<file path="src/rtl/text_line_drawer.sv">
// Line sequencer: walks a glyph buffer and issues one symbol-drawer job
// per glyph, with per-glyph x offset and cursor flags.
module text_line_drawer #(
  parameter int MAX_LENGTH   = 32,
  parameter int ADDR_WIDTH   = 5,
  parameter int SYMBOL_PITCH = 8
) (
  input  logic                  clk,
  input  logic                  rst,
  input  logic                  buf_write_enable,
  input  logic [ADDR_WIDTH-1:0] buf_write_addr,
  input  logic [15:0]           buf_write_data,
  input  logic                  line_start,
  input  logic [15:0]           line_x,
  input  logic [15:0]           line_y,
  input  logic [ADDR_WIDTH:0]   line_length,
  input  logic [ADDR_WIDTH:0]   line_cursor,
  output logic                  line_ready,
  output logic                  line_done,
  output logic                  symbol_drawer_start,
  input  logic                  symbol_drawer_ready,
  output logic [15:0]           symbol_drawer_x,
  output logic [15:0]           symbol_drawer_y,
  output logic [15:0]           symbol_drawer_symbol,
  output logic                  symbol_drawer_cursor_left,
  output logic                  symbol_drawer_cursor_right
);

  typedef enum logic [1:0] {
    S_IDLE,
    S_LOAD,
    S_ISSUE,
    S_WAIT
  } state_t;

  localparam logic [ADDR_WIDTH:0] LEN_MAX = (ADDR_WIDTH+1)'(MAX_LENGTH);
  localparam logic [ADDR_WIDTH:0] LEN_ONE = (ADDR_WIDTH+1)'(1);
  localparam logic [ADDR_WIDTH:0] LEN_ZERO = '0;
  localparam logic [15:0] PITCH = 16'(SYMBOL_PITCH);

  state_t state_q, state_d;
  logic [ADDR_WIDTH-1:0] index_q, index_d;
  logic [ADDR_WIDTH:0] len_q, len_d;
  logic [ADDR_WIDTH:0] cur_q, cur_d;
  logic [15:0] lx_q, lx_d;
  logic [15:0] ly_q, ly_d;
  logic [15:0] ox_q, ox_d;
  logic [15:0] oy_q, oy_d;
  logic [15:0] osym_q, osym_d;
  logic ocl_q, ocl_d;
  logic ocr_q, ocr_d;
  logic done_q, done_d;

  logic [15:0] buf_mem_q [MAX_LENGTH];

  logic [ADDR_WIDTH:0] len_clamped;
  logic [ADDR_WIDTH:0] index_ext;
  logic [15:0] x_calc;
  logic last;

  // Buffer is plain storage: no reset, writable in every state.
  always_ff @(posedge clk) begin
    if (buf_write_enable) begin
      buf_mem_q[buf_write_addr] <= buf_write_data;
    end
  end

  always_comb begin
    len_clamped = (line_length > LEN_MAX) ? LEN_MAX : line_length;
    index_ext = {1'b0, index_q};
    last = (index_ext == (len_q - LEN_ONE));
    x_calc = lx_q + (16'(index_q) * PITCH);
  end

  always_comb begin
    state_d = state_q;
    index_d = index_q;
    len_d = len_q;
    cur_d = cur_q;
    lx_d = lx_q;
    ly_d = ly_q;
    ox_d = ox_q;
    oy_d = oy_q;
    osym_d = osym_q;
    ocl_d = ocl_q;
    ocr_d = ocr_q;
    done_d = 1'b0;
    unique case (state_q)
      S_IDLE: begin
        if (line_start) begin
          lx_d = line_x;
          ly_d = line_y;
          cur_d = line_cursor;
          len_d = len_clamped;
          index_d = '0;
          if (len_clamped == LEN_ZERO) begin
            done_d = 1'b1;
          end else begin
            state_d = S_LOAD;
          end
        end
      end
      S_LOAD: begin
        ox_d = x_calc;
        oy_d = ly_q;
        osym_d = buf_mem_q[index_q];
        ocl_d = (cur_q == index_ext);
        ocr_d = last && (cur_q == len_q);
        state_d = S_ISSUE;
      end
      S_ISSUE: begin
        if (symbol_drawer_ready) begin
          state_d = S_WAIT;
        end
      end
      S_WAIT: begin
        if (symbol_drawer_ready) begin
          if (last) begin
            done_d = 1'b1;
            state_d = S_IDLE;
          end else begin
            index_d = index_q + 1'b1;
            state_d = S_LOAD;
          end
        end
      end
      default: state_d = S_IDLE;
    endcase
  end

  always_ff @(posedge clk or posedge rst) begin
    if (rst) begin
      state_q <= S_IDLE;
      index_q <= '0;
      len_q <= '0;
      cur_q <= '0;
      lx_q <= '0;
      ly_q <= '0;
      ox_q <= '0;
      oy_q <= '0;
      osym_q <= '0;
      ocl_q <= 1'b0;
      ocr_q <= 1'b0;
      done_q <= 1'b0;
    end else begin
      state_q <= state_d;
      index_q <= index_d;
      len_q <= len_d;
      cur_q <= cur_d;
      lx_q <= lx_d;
      ly_q <= ly_d;
      ox_q <= ox_d;
      oy_q <= oy_d;
      osym_q <= osym_d;
      ocl_q <= ocl_d;
      ocr_q <= ocr_d;
      done_q <= done_d;
    end
  end

  // Start gates on the drawer's ready and the async-reset state.
  assign symbol_drawer_start = (state_q == S_ISSUE) && symbol_drawer_ready;
  assign line_ready = (state_q == S_IDLE);
  assign line_done = done_q;
  assign symbol_drawer_x = ox_q;
  assign symbol_drawer_y = oy_q;
  assign symbol_drawer_symbol = osym_q;
  assign symbol_drawer_cursor_left = ocl_q;
  assign symbol_drawer_cursor_right = ocr_q;

endmodule

</file>
<file path="config.mk">
export PLATFORM = sky130hd
export DESIGN_NAME = text_line_drawer
export DESIGN_NICKNAME = d
export VERILOG_FILES = /design/src/rtl/text_line_drawer.sv
export SDC_FILE = /design/constraint.sdc
export NUM_CORES = 1
export LEC_CHECK = 0
export CORE_MARGIN = 3
export CORE_UTILIZATION = 54
export DETAILED_ROUTE_END_ITERATION = 16
export PLACE_DENSITY = 0.76
export SETUP_SLACK_MARGIN = 0.5
export SYNTH_ARGS = -nofsm -noshare
export SYNTH_HDL_FRONTEND = slang
export SYNTH_SLANG_ARGS = --single-unit
</file>
<file path="constraint.sdc">
create_clock -name clk -period 2.8 [get_ports clk]
set_input_delay 0.28 -clock clk [delete_from_list [all_inputs] [get_ports clk]]
set_output_delay 0.28 -clock clk [all_outputs]
set_load 0.05 [all_outputs]
</file>
=== After elaboration in Yosys (flattened, before gate mapping) ===
Memory sizes are Yosys's and may differ from the RTL's. A register that Yosys moved wholly into a read port is not among the register bits.
Index checks and enable logic that the tools add are counted.

* Memories kept: 1
* Input bits: 70
* Output and inout port bits: 53
* Register bits: 86
* Word-level logic and storage cells: 53
* Bits in writable memories: 512

{| class="wikitable"
|+ Memory list
! memory !! depth !! width !! read ports !! clocked after Yosys merged registers in !! wr ports !! line !! text
|-
| buf_mem_q || 32 || 16 || 1 || 1 || 1 || 54 || <nowiki>logic [15:0] buf_mem_q [MAX_LENGTH];</nowiki>
|}

* Add/subtract/negate cells: 3
* Magnitude comparators: 1
* Eq/ne operators: 11
* Mux-type cells: 18
* Reduce and logical (&&, ||, !) cells: 8

{| class="wikitable"
|+ Operators by type and width
! kind !! count
|-
| adder 16 x 8 -> 16 bit || 1
|-
| 2-to-1 mux 5 bit || 3
|-
| inequality test 2 bit, second input constant || 5
|-
| one-hot mux 5 bit (2 select lines) || 1
|-
| 2-to-1 mux 2 bit || 4
|-
| one-hot mux 2 bit (4 select lines) || 1
|-
| AND reduction 4 bit || 2
|-
| 2-to-1 mux 1 bit || 7
|-
| equality test 5 x 6 -> 1 bit || 1
|-
| equality test 6 x 5 -> 1 bit || 1
|-
| equality test 6 bit || 1
|-
| greater-than comparator 6 bit, second input constant || 1
|-
| logical NOT 6 bit || 1
|-
| 2-to-1 mux 6 bit || 1
|-
| subtractor 6 x 1 -> 6 bit, second input constant || 1
|-
| adder 5 x 1 -> 5 bit, second input constant || 1
|-
| equality test 2 bit, second input constant || 2
|-
| equality test 2 x 1 -> 1 bit, second input constant || 1
|-
| logical AND 1 bit || 2
|-
| logical NOT 2 bit || 1
|-
| one-hot mux 1 bit (2 select lines) || 1
|-
| AND reduction 2 bit || 1
|-
| nonzero test 2 bit || 1
|}

=== Longest topological paths before layout ===
Gate-level depths: netlist (run 1).

* Depth after elaboration: 6
* Depth in mapped cells: 8
* Gate-level depth less buffers: 8

=== Worst setup path after synthesis (run 1) ===
No wires, ideal clock.

* Path kind: register -> register
* Start: reg len_q[0]
* End: reg state_q[0]
* Period minus slack after synthesis: 2.211 ns
* Setup time: 0.129 ns
* Slack: 0.589 ns
* Path buffers: 0
* Stages on the path, launching flop included: 9
* Data required time: 2.671 ns
* Arrival time: 2.082 ns
* Path through: dfrtp_1 -> inv_1 -> ha_1 -> or3b_2 -> a211oi_1 -> and4_4 -> and2_2 -> nor2_1 -> o41a_1

* Cells in the longest elaborated chain, start to end: 5

{| class="wikitable"
|+ RTL lines
! element !! line !! text
|-
| start, declared || 43 || <nowiki>logic [ADDR_WIDTH:0] len_q, len_d;</nowiki>
|-
| start signal, assigned || 148 || <nowiki>len_q <= len_d;</nowiki>
|-
| subtractor 6 x 1 -> 6 bit || 71 || <nowiki>last = (index_ext == (len_q - LEN_ONE));</nowiki>
|-
| equality test 5 x 6 -> 1 bit || 71 ||
|-
| 2-to-1 mux 1 bit || 118 || <nowiki>if (last) begin</nowiki>
|-
| 2-to-1 mux 2 bit || 117 || <nowiki>if (symbol_drawer_ready) begin</nowiki>
|-
| one-hot mux 2 bit (4 select lines) || 88 || <nowiki>unique case (state_q)</nowiki>
|-
| end signal, assigned || 146 || <nowiki>state_q <= state_d;</nowiki>
|-
| end, declared || 41 || <nowiki>state_t state_q, state_d;</nowiki>
|}

No other way between the ends. The select of a mux whose other input is x is not followed.
A chain may end at the register's enable or synchronous reset.

==> metrics.txt, run 1 <==
# TYPE chip_impl_metric gauge
chip_impl_metric{name="fin_setup_tns",unit="ps"} 0
chip_impl_metric{name="overflow",unit=""} 0
chip_impl_metric{name="synth_sequential_area_ratio",unit="%"} 74.8
chip_impl_metric{name="cts_inserted_buffers",unit=""} 59
chip_impl_metric{name="wl_met2",unit="µm"} 26700
chip_impl_metric{name="cts_max_path_buffers",unit=""} 3
chip_impl_metric{name="total_switching_power",unit="mW"} 9.09
chip_impl_metric{name="worst-endpoint-arrival",unit="ps"} 2810
chip_impl_metric{name="die-height",unit="µm"} 217
chip_impl_metric{name="power.sequential.fraction",unit="%"} 39.8
chip_impl_info{name="worstSetupEndpointType",value="flip-flop"} 1
chip_impl_metric{name="vias_in_the_first_global_route",unit=""} 13000
chip_impl_info{name="timing.setup.critical_path_class",value="flip-flop to flip-flop"} 1
chip_impl_metric{name="seqCellArea",unit="µm²"} 17900
chip_impl_metric{name="clock_h_tree_levels",unit=""} 2
chip_impl_metric{name="yosysWarningCount",unit=""} 0
chip_impl_metric{name="final_layout_size_suffix_gt1_share",unit="%"} 29.0
chip_impl_metric{name="initial_utilization",unit="%"} 55.2
chip_impl_metric{name="vdd.ir_drop.worst",unit="µV"} 707
chip_impl_info{name="timing.critical_path.from_type",value="flip-flop"} 1
chip_impl_metric{name="die_width",unit="µm"} 217
chip_impl_metric{name="drc_errors",unit=""} 0
chip_impl_metric{name="cts.hold.buffers_added",unit=""} 0
chip_impl_metric{name="io_pins",unit=""} 123
chip_impl_metric{name="fin_worst_hold_slack",unit="ps"} 254
chip_impl_metric{name="hold_fails_final_rpt",unit=""} 0
chip_impl_metric{name="setup_violations",unit=""} 0
chip_impl_metric{name="synth_edf_count",unit=""} 512
chip_impl_metric{name="fp.coreArea",unit="µm²"} 43500
chip_impl_metric{name="multi_input_combinational_cell_area",unit="µm²"} 5850
chip_impl_metric{name="setup_slack_of_the_most_critical_reg_to_reg_path",unit="ps"} 460
chip_impl_metric{name="final-max-slew-violation-count",unit=""} 0
chip_impl_metric{name="die_area",unit="µm²"} 47000
chip_impl_info{name="tritoncts",value="built"} 1
chip_impl_info{name="max_layer_used",value="met5"} 1
chip_impl_metric{name="reg2reg_depth",unit=""} 9
chip_impl_metric{name="grt_max_degree",unit=""} 103
chip_impl_metric{name="route.detailed.wl_per_inst",unit="µm"} 27.1
chip_impl_info{name="reg2reg_from",value="index_q[0]"} 1
chip_impl_metric{name="syn-num-nets",unit=""} 1307
chip_impl_metric{name="min_period",unit="ps"} 2340
chip_impl_metric{name="initialDrtViolationCount",unit=""} 1596
chip_impl_metric{name="cp.required",unit="ps"} 3270
chip_impl_metric{name="p_leak",unit="nW"} 9.69
chip_impl_metric{name="highest_clock_rate",unit="GHz"} 0.427
chip_impl_info{name="synth_top_cells_by_area",value="sky130_fd_sc_hd__edfxtp_1 (64%), sky130_fd_sc_hd__mux4_2 (12%), sky130_fd_sc_hd__dfrtp_1 (11%)"} 1
chip_impl_metric{name="clk_transition_reported_paths",unit="ps"} 60
chip_impl_metric{name="track_usage",unit="%"} 23.6
chip_impl_info{name="post-synth-top-area-cell",value="sky130_fd_sc_hd__edfxtp_1"} 1
chip_impl_metric{name="syn_to_final_growth",unit="%"} 19.8
chip_impl_metric{name="fin_worst_skew",unit="ps"} 16.6
chip_impl_metric{name="postRouteWirelength",unit="µm"} 56300
chip_impl_metric{name="power_density",unit="nW/µm²"} 998
chip_impl_metric{name="synth.top_cell.area_share",unit="%"} 64.1
chip_impl_metric{name="power_switching_share",unit="%"} 31.7
chip_impl_metric{name="pwr-share-clk",unit="%"} 27.7
chip_impl_metric{name="clkSinkCount",unit=""} 614
chip_impl_metric{name="route.antenna.remaining_nets",unit=""} 0
chip_impl_metric{name="numPortBuffers",unit=""} 122
chip_impl_metric{name="tightest_slew",unit="ps"} 738
chip_impl_metric{name="routed-via-count",unit=""} 12800
chip_impl_metric{name="syn_area",unit="µm²"} 24000
chip_impl_metric{name="clk-insertion-delay-late",unit="ps"} 610
chip_impl_metric{name="internal-power",unit="mW"} 19.6
chip_impl_info{name="ys_dominant_reg_cell",value="sky130_fd_sc_hd__edfxtp_1"} 1
chip_impl_info{name="reg2reg_to",value="symbol_drawer_symbol[9]"} 1
chip_impl_metric{name="syn-mean-instance-area",unit="µm²"} 19.6
chip_impl_metric{name="number_of_register_bits_inferred_by_synthesis",unit=""} 614
chip_impl_metric{name="asyncSetResetFlopFracSynth",unit="%"} 16.6
chip_impl_metric{name="timing.critical_path.fanout_max",unit=""} 8
chip_impl_metric{name="post-dp-hpwl",unit="µm"} 31600
chip_impl_metric{name="wl_met1",unit="µm"} 22200
chip_impl_metric{name="slew_headroom",unit="%"} 50.6
chip_impl_info{name="cts_root_buffer",value="sky130_fd_sc_hd__clkbuf_16"} 1
chip_impl_metric{name="gp_routability_congestion",unit=""} 0.787
chip_impl_metric{name="firstDrtPassIters",unit=""} 7
chip_impl_info{name="rsz0062_at_grt",value="true"} 1
chip_impl_info{name="run_status",value="finished clean"} 1
chip_impl_metric{name="synthDistinctLibCells",unit=""} 53
chip_impl_metric{name="synthCells",unit=""} 1225
chip_impl_metric{name="grt_antenna_before_repair",unit=""} 1
chip_impl_metric{name="final_nets",unit=""} 1521
chip_impl_metric{name="route.detailed.vias_per_inst",unit=""} 6.17
chip_impl_metric{name="detailroute.wirelength.met3",unit="µm"} 6150
chip_impl_metric{name="grt_first_pass_wirelength",unit="µm"} 82200
chip_impl_info{name="holdCritPathClass",value="input pin to asynchronous set/reset pin"} 1
chip_impl_metric{name="max_cap_viol_count",unit=""} 0
chip_impl_metric{name="placementRows",unit=""} 76
chip_impl_metric{name="min_period_over_period",unit="%"} 83.6
chip_impl_metric{name="fillerInstances",unit=""} 2843
chip_impl_metric{name="combinationalPowerShare",unit="%"} 32.5
-- per-stage QoR --
| stage | util (%) | cell area, µm² | power [mW] | setup WS, ps | cells |
|---|---|---|---|---|---|
| after floorplan | - | 24000 | 17.3 | 589 | 1225 |
| after global placement | 60.5 | 26300 | 19.9 | 323 | 1938 |
| after detailed placement | 60.5 | 26300 | 20.1 | 269 | 1938 |
| after CTS | 65.2 | 28300 | 28.1 | 376 | 2050 |
| after global routing | 66.1 | 28700 | 29.8 | 392 | 2072 |
| final | 66.1 | 28700 | 28.7 | 458 | 2074 |
-- power groups by stage --
| stage | registers [mW] | logic (mW) | clock network (mW) |
|---|---|---|---|
| floorplan | 12.6 | 4.71 | 0 |
| global placement | 11.5 | 8.37 | 0 |
| detailed placement | 11.6 | 8.50 | 0 |
| CTS | 11.4 | 8.67 | 8.02 |
| global route | 11.5 | 9.86 | 8.42 |
| finish | 11.4 | 9.32 | 7.93 |
-- critical path, cell delays in order, from the launching register on --
cell and delay, ps:
sky130_fd_sc_hd__dfrtp_4 490, sky130_fd_sc_hd__buf_12 180, sky130_fd_sc_hd__buf_2 200, sky130_fd_sc_hd__buf_4 140
sky130_fd_sc_hd__buf_4 100, sky130_fd_sc_hd__mux4_2 490, sky130_fd_sc_hd__a22oi_1 210, sky130_fd_sc_hd__a21oi_1 150
sky130_fd_sc_hd__a21oi_2 170, sky130_fd_sc_hd__a21oi_1 80
-- worst max path at each step --
stage                          start                        to  slack [ps]  cells after the start
after floorplan             len_q[0]                state_q[0]         590                      8
after global placement    index_q[0]  symbol_drawer_symbol[12]         320                      7
after detailed placement  index_q[0]  symbol_drawer_symbol[12]         270                      7
after CTS                 index_q[0]   symbol_drawer_symbol[6]         380                      6
after global routing      index_q[0]   symbol_drawer_symbol[9]         390                      9
final                     index_q[0]   symbol_drawer_symbol[9]         460                      9
-- area by class of cell --
class,count,share of cell area [%]
Sequential cell,614,62.5
Antenna cell,2,0.0174
Clock inverter,31,1.16
Inverter,16,0.222
Tap cell,585,2.55
Clock buffer,78,5.56
Multi-Input combinational cell,528,20.4
Timing Repair Buffer,220,7.67
-- registers in the layout, summed over array words and instances (netlist names), 2 cells and up --
signal,flops
ly_q,16
len_q,6
cur_q,6
symbol_drawer_symbol,16
symbol_drawer_x,16
state_q,2
buf_mem_q,512
index_q,5
symbol_drawer_y,16
lx_q,16
-- synthesized netlist by cell type (all sizes together) (3+ instances only) --
| cell | n |
|---|---|
| nor3 | 4 |
| xor2 | 10 |
| a21oi | 62 |
| mux4 | 128 |
| clkbuf | 37 |
| dfrtp | 102 |
| o21ai | 9 |
| mux2 | 64 |
| a22oi | 64 |
| nor2 | 68 |
| xnor2 | 14 |
| nand2b | 5 |
| or3b | 4 |
| or3 | 3 |
| nor2b | 4 |
| nand4 | 4 |
| ha | 11 |
| o22ai | 3 |
| nand2 | 25 |
| and2 | 4 |
| nand3 | 5 |
| nand3b | 7 |
| buf | 30 |
| inv | 16 |
| edfxtp | 512 |
-- layer usage --
layer | up-vias | track usage (%)
met1 | 6606 | 33.4
met3 | 88 | 6.31
met4 | 2 | 6.41
met5 | - | 0
met2 | 719 | 37.1
li1 | 5378 | -
-- layout by cell type, fill, tap and decap left out, types with 15 or more instances in the layout --
master	instances
sky130_fd_sc_hd__clkbuf_16	64
sky130_fd_sc_hd__dfrtp_1	96
sky130_fd_sc_hd__a22oi_1	45
sky130_fd_sc_hd__nand2_1	24
sky130_fd_sc_hd__edfxtp_1	512
sky130_fd_sc_hd__clkdlybuf4s50_1	120
sky130_fd_sc_hd__nor2_1	68
sky130_fd_sc_hd__mux4_2	128
sky130_fd_sc_hd__inv_1	15
sky130_fd_sc_hd__a21oi_1	54
sky130_fd_sc_hd__mux2_2	64
sky130_fd_sc_hd__a22oi_2	19
sky130_fd_sc_hd__buf_4	79
-- cells by family after synthesis --
kind of cell	synth area share (%)
xor gates and xnor gates	0.877
adders and majority gates	0.658
DFF	74.8
and+or+nand+nor	2.88
AOI/OAI and AO/OA	4.25
buffers and inverters	1.43
muxes	15.1
-- timing repair --
action,4_1_cts,5_1_grt
resized for setup,14,38
endpoints found under the setup margin,19,27
pin swaps,1,16
gates cloned,0,6
setup buffers,3,16
Note: power is estimated with default switching activity, not from simulation.
==> run 2: changes to the inputs <==
--- a/config.mk
+++ b/config.mk
@@ -6,9 +6,9 @@
 export NUM_CORES = 1
 export LEC_CHECK = 0
 export CORE_MARGIN = 3
-export CORE_UTILIZATION = 54
+export CORE_UTILIZATION = 60
 export DETAILED_ROUTE_END_ITERATION = 16
-export PLACE_DENSITY = 0.76
+export PLACE_DENSITY = 0.8
 export SETUP_SLACK_MARGIN = 0.5
 export SYNTH_ARGS = -nofsm -noshare
 export SYNTH_HDL_FRONTEND = slang
==> constraint.sdc (replaced) <==
create_clock -name clk -period 2.2 [get_ports clk]
set_input_delay 0.22 -clock clk [delete_from_list [all_inputs] [get_ports clk]]
set_output_delay 0.22 -clock clk [all_outputs]
set_load 0.05 [all_outputs]
==> metrics.txt, run 2 (synthesis results as in run 1) <==
# TYPE chip_impl_metric gauge
chip_impl_metric{name="n_antenna_cell",unit=""} 0
chip_impl_metric{name="timing.critical_path.fanout_max",unit=""} 5
chip_impl_metric{name="final-max-slew-violation-count",unit=""} 0
chip_impl_metric{name="postRouteWirelength",unit="µm"} 64100
chip_impl_metric{name="cts_max_path_buffers",unit=""} 3
chip_impl_metric{name="grt_first_pass_wirelength",unit="µm"} 91700
chip_impl_metric{name="final_layout_size_suffix_gt1_share",unit="%"} 41.9
chip_impl_metric{name="route.antenna.remaining_nets",unit=""} 0
chip_impl_metric{name="initial_utilization",unit="%"} 61.3
chip_impl_metric{name="initialDrtViolationCount",unit=""} 2034
chip_impl_metric{name="p_leak",unit="nW"} 10.3
chip_impl_metric{name="route.detailed.wl_per_inst",unit="µm"} 30.9
chip_impl_metric{name="reg2reg_depth",unit=""} 10
chip_impl_metric{name="die-height",unit="µm"} 206
chip_impl_metric{name="firstDrtPassIters",unit=""} 5
chip_impl_metric{name="placementRows",unit=""} 72
chip_impl_metric{name="min_period",unit="ps"} 2270
chip_impl_info{name="tritoncts",value="built"} 1
chip_impl_info{name="reg2reg_to",value="symbol_drawer_x[13]"} 1
chip_impl_info{name="mostFrequentLayoutCells",value="sky130_fd_sc_hd__edfxtp_1 (512), sky130_fd_sc_hd__mux4_2 (128), sky130_fd_sc_hd__dfrtp_1 (97)"} 1
chip_impl_info{name="worstSetupEndpointType",value="flip-flop"} 1
chip_impl_metric{name="grt_antenna_before_repair",unit=""} 0
chip_impl_metric{name="place_worst_setup_slack",unit="ps"} -157
chip_impl_metric{name="largest_reg_flops",unit=""} 512
chip_impl_metric{name="max_cap_viol_count",unit=""} 0
chip_impl_metric{name="fin_setup_tns",unit="ps"} -478
chip_impl_metric{name="clk-insertion-delay-late",unit="ps"} 610
chip_impl_info{name="run_status",value="complete, but fails checks"} 1
chip_impl_metric{name="fin_worst_skew",unit="ps"} 15.5
chip_impl_metric{name="numPortBuffers",unit=""} 122
chip_impl_metric{name="worst-endpoint-arrival",unit="ps"} 2750
chip_impl_metric{name="clkSinkCount",unit=""} 614
chip_impl_info{name="timing.setup.critical_path_class",value="flip-flop to flip-flop"} 1
chip_impl_metric{name="cts.hold.buffers_added",unit=""} 0
chip_impl_metric{name="drc_errors",unit=""} 0
chip_impl_metric{name="setup_violations",unit=""} 14
chip_impl_metric{name="clk_transition_reported_paths",unit="ps"} 70
chip_impl_metric{name="hold_fails_final_rpt",unit=""} 0
chip_impl_metric{name="cts_inserted_buffers",unit=""} 58
chip_impl_info{name="cts_root_buffer",value="sky130_fd_sc_hd__clkbuf_16"} 1
chip_impl_metric{name="highest_clock_rate",unit="GHz"} 0.440
chip_impl_metric{name="gp_routability_congestion",unit=""} 0.815
chip_impl_info{name="startpoint",value="index_q[0]"} 1
chip_impl_metric{name="final_nets",unit=""} 1590
chip_impl_metric{name="slew_headroom",unit="%"} 50.2
chip_impl_metric{name="post-dp-hpwl",unit="µm"} 33800
chip_impl_metric{name="fin_worst_hold_slack",unit="ps"} 132
chip_impl_metric{name="vias_in_the_first_global_route",unit=""} 14000
chip_impl_metric{name="setup_slack",unit="ps"} -73.1
chip_impl_metric{name="grt_max_degree",unit=""} 103
chip_impl_metric{name="track_usage",unit="%"} 29.9
chip_impl_info{name="rsz0062_at_grt",value="true"} 1
chip_impl_info{name="reg2reg_from",value="index_q[0]"} 1
chip_impl_metric{name="routed-via-count",unit=""} 13700
chip_impl_metric{name="route.detailed.vias_per_inst",unit=""} 6.63
chip_impl_metric{name="syn_to_final_growth",unit="%"} 26.4
chip_impl_info{name="timing.critical_path.from_type",value="flip-flop"} 1
chip_impl_info{name="max_flop_register",value="buf_mem_q"} 1
chip_impl_metric{name="cp.required",unit="ps"} 2680
chip_impl_metric{name="vdd.ir_drop.worst",unit="µV"} 802
chip_impl_metric{name="die_area",unit="µm²"} 42400
chip_impl_info{name="violations",value="setup timing"} 1
chip_impl_metric{name="min_period_over_period",unit="%"} 103
chip_impl_metric{name="power_density",unit="nW/µm²"} 1280
chip_impl_metric{name="die_width",unit="µm"} 206
chip_impl_metric{name="setup_slack_of_the_most_critical_reg_to_reg_path",unit="ps"} -70
chip_impl_info{name="layout_commonest_cell",value="sky130_fd_sc_hd__edfxtp_1"} 1
chip_impl_metric{name="clock_h_tree_levels",unit=""} 2
chip_impl_metric{name="tightest_slew",unit="ps"} 744
chip_impl_info{name="holdCritPathClass",value="input pin to asynchronous set/reset pin"} 1
chip_impl_metric{name="fp.coreArea",unit="µm²"} 39100
chip_impl_metric{name="io_pins",unit=""} 123
chip_impl_metric{name="overflow",unit=""} 0
-- run 2: how the worst max path moves through the flow --
stage / cells past startpoint / slack (ps) / to
3_5_place_dp: 7 / -160 / symbol_drawer_symbol[10]
4_1_cts: 8 / 3 / symbol_drawer_symbol[10]
5_1_grt: 10 / -140 / symbol_drawer_x[13]
6_report: 10 / -70 / symbol_drawer_x[13]
3_3_place_gp: 7 / -90 / symbol_drawer_symbol[10]
2_1_floorplan: 7 / 30 / index_q[3]
-- run 2: worst max-delay path, stage by stage, from the launching register on --
cell and delay (ps):
sky130_fd_sc_hd__dfrtp_4 540, sky130_fd_sc_hd__buf_6 170, sky130_fd_sc_hd__ha_4 160, sky130_fd_sc_hd__fa_2 350, sky130_fd_sc_hd__a21oi_2 180, sky130_fd_sc_hd__o21bai_2 90
sky130_fd_sc_hd__a21oi_2 220, sky130_fd_sc_hd__buf_4 170, sky130_fd_sc_hd__nor4b_2 50, sky130_fd_sc_hd__xnor2_1 140, sky130_fd_sc_hd__a21oi_1 80
-- run 2: cell type report --
class / instances / area, µm²
multi-input cells: 528 / 6410
repair buffers: 290 / 3390
clock buffers: 70 / 1550
inverters: 16 / 68.8
fillers: 1884 / 8810
well taps: 518 / 648
clock inverters: 38 / 294
flip-flops and latches: 614 / 17900
-- run 2: metrics by stage --
step / area (µm²) / cells / power (mW) / util, %
6_report: 30300 / 2074 / 38.8 / 77.5
5_1_grt: 30300 / 2074 / 39.9 / 77.5
4_1_cts: 29900 / 2055 / 37.6 / 76.5
3_5_place_dp: 27200 / 1914 / 26.4 / 69.5
3_3_place_gp: 27200 / 1914 / 26.1 / 69.5
2_1_floorplan: 24300 / 1225 / 22.5 / -
-- run 2: timing repair --
| action | in CTS | in global routing |
|---|---|---|
| resized for setup | 266 | 66 |
| pin swaps | 48 | 58 |
| buffers inserted | 27 | 17 |
| setup endpoints to repair | 88 | 106 |
| cloned | 6 | 2 |
-- run 2: power breakdown --
part	leakage [nW]	total, mW	switching (mW)	internal, mW
Combinational	3.59	14.4	7.76	6.60
Sequential	5.82	14.6	0.923	13.7
Clock	0.902	9.79	4.32	5.47
-- run 2: per-layer routing --
metal,wire length [µm],share of wire (%),vias to the layer above,track usage (%)
met2,31600,49,977,48.1
met5,0,0,-,0
met4,2620,4.1,0,11.1
met3,7110,11,156,6.25
met1,22700,35,7091,41.3
li1,-,-,5520,-
==> patch: new RTL, settings of run 1 <==
Make the reset (`rst`) synchronous in one clocked block. Comments in the files are not updated.
--- a/src/rtl/text_line_drawer.sv
+++ b/src/rtl/text_line_drawer.sv
@@ -128,7 +128,7 @@
     endcase
   end
 
-  always_ff @(posedge clk or posedge rst) begin
+  always_ff @(posedge clk) begin
     if (rst) begin
       state_q <= S_IDLE;
       index_q <= '0;
Function: differs if rst is asserted again (counterexample within 4 cycles, from zero or initial values and one cycle with rst high); with rst held inactive, the same outputs for 4 cycles.
==> patch against run 1 <==
  * Sequential cell count unchanged
  * Setup slack improved by 0.097 ns
  * Area after synthesis up 2.1%
  * Fmax increased by 4.3%
  * Design area increased by 0.80%
  * Routed wire length up 6.0%
Power is not compared: it rests on default switching activity, and its combinational part moved more than twofold at a synthesized area within 25%.
==> patch: results (changes against run 1) <==
## Place
- detailed placement HPWL: 35100 um, +11%
- cell total after placement: 2138, +10%
- gpl congestion: 0.8464, +7.5%
- cell area after placement: 26770 um^2, +1.8%

## Routing
- Initial DRT Pass Iterations: 5, -2
- number of violations reported at the end of detailed-routing iteration 0: 1650, +3.4%
- Vias per Instance: 6.138, -0.49%

## Global route
- global-route wire length before repair: 88510 um, +7.6%
- antenna violations before repair: 2, +1
- number of global-route vias before repair: 13990, +7.5%
- global routing usage summed across all routing layers: 25.10%, +1.5 points

## Setup path
- CP peak stage delay: 0.87 ns, +0.38 ns
- origin of the critical flop-to-flop path: index_q[0]
- Worst Path Arrival: 1.97 ns, -0.84 ns

## Synth
- sequential share of the synthesized area: 71.14%, -3.6 points
- share of the synthesized area in compound gates (AO/OA/AOI/OAI): 4.344%, +0.095 points
- xor/xnor share of the synthesized area: 0.9660%, +0.089 points
- Netlist cell types: 58, +9.4%
- portion of netlist area occupied by mux cells: 14.92%, -0.20 points
- Synth top cells by count: sky130_fd_sc_hd__edfxtp_1 (512), sky130_fd_sc_hd__nand2_1 (135), sky130_fd_sc_hd__mux4_2 (128)
- Syn Inst Count: 1410, +15%
- ys async rst share: 0%, -17 points
- area share of fa/ha/maj cells after synthesis: 0.6440%, -0.014 points

## Run status
- result of the run: finished clean

## Finish
- proportion of layout cells with a drive suffix above 1: 23.74%, -5.2 points
- Final nets: 1703, +12%

## Timing
- Clock Skew: 0.03364 ns, +0.01704 ns

## Clocking
- count of cells resized by post-cts repair: 13, -1
- Setup Fix Bufs, Post-CTS: 7, +4

## patch: per-layer routing
layer | vias to the layer above | track usage [%] | routed length [um]
li1 | 5961 | - | -
met2 | 746 | 39.17 | 28200
met3 | 127 | 5.926 | 6254
met5 | - | 0 | 7
met4 | 2 | 9.808 | 2113
met1 | 7067 | 34.74 | 23120
## patch: power by group
part	internal (uW)	leakage, uW	switching [uW]
clock network	4310	0.000935	3360
registers	10300	0.00545	309
logic	1110	0.00308	1990
## patch: path summary, 6_finish.rpt
path	endpoint	slack [ns]	cells past startpoint
min reg2reg	ly_q[2]	0.46	2
max reg2reg	symbol_drawer_symbol[14]	0.58	7
max	symbol_drawer_symbol[2]	0.55	1
min	ly_q[12]	0.21	3
## patch: cell type report
cell class / instances / area (um^2)
clock inverters: 33 / 251.5
fillers: 2991 / 15550
repair buffers: 233 / 2275
diodes: 1 / 2.502
flip-flops and latches: 614 / 17430
inverters: 8 / 30.03
well taps: 592 / 740.7
multi-input cells: 705 / 6589
clock buffers: 79 / 1640
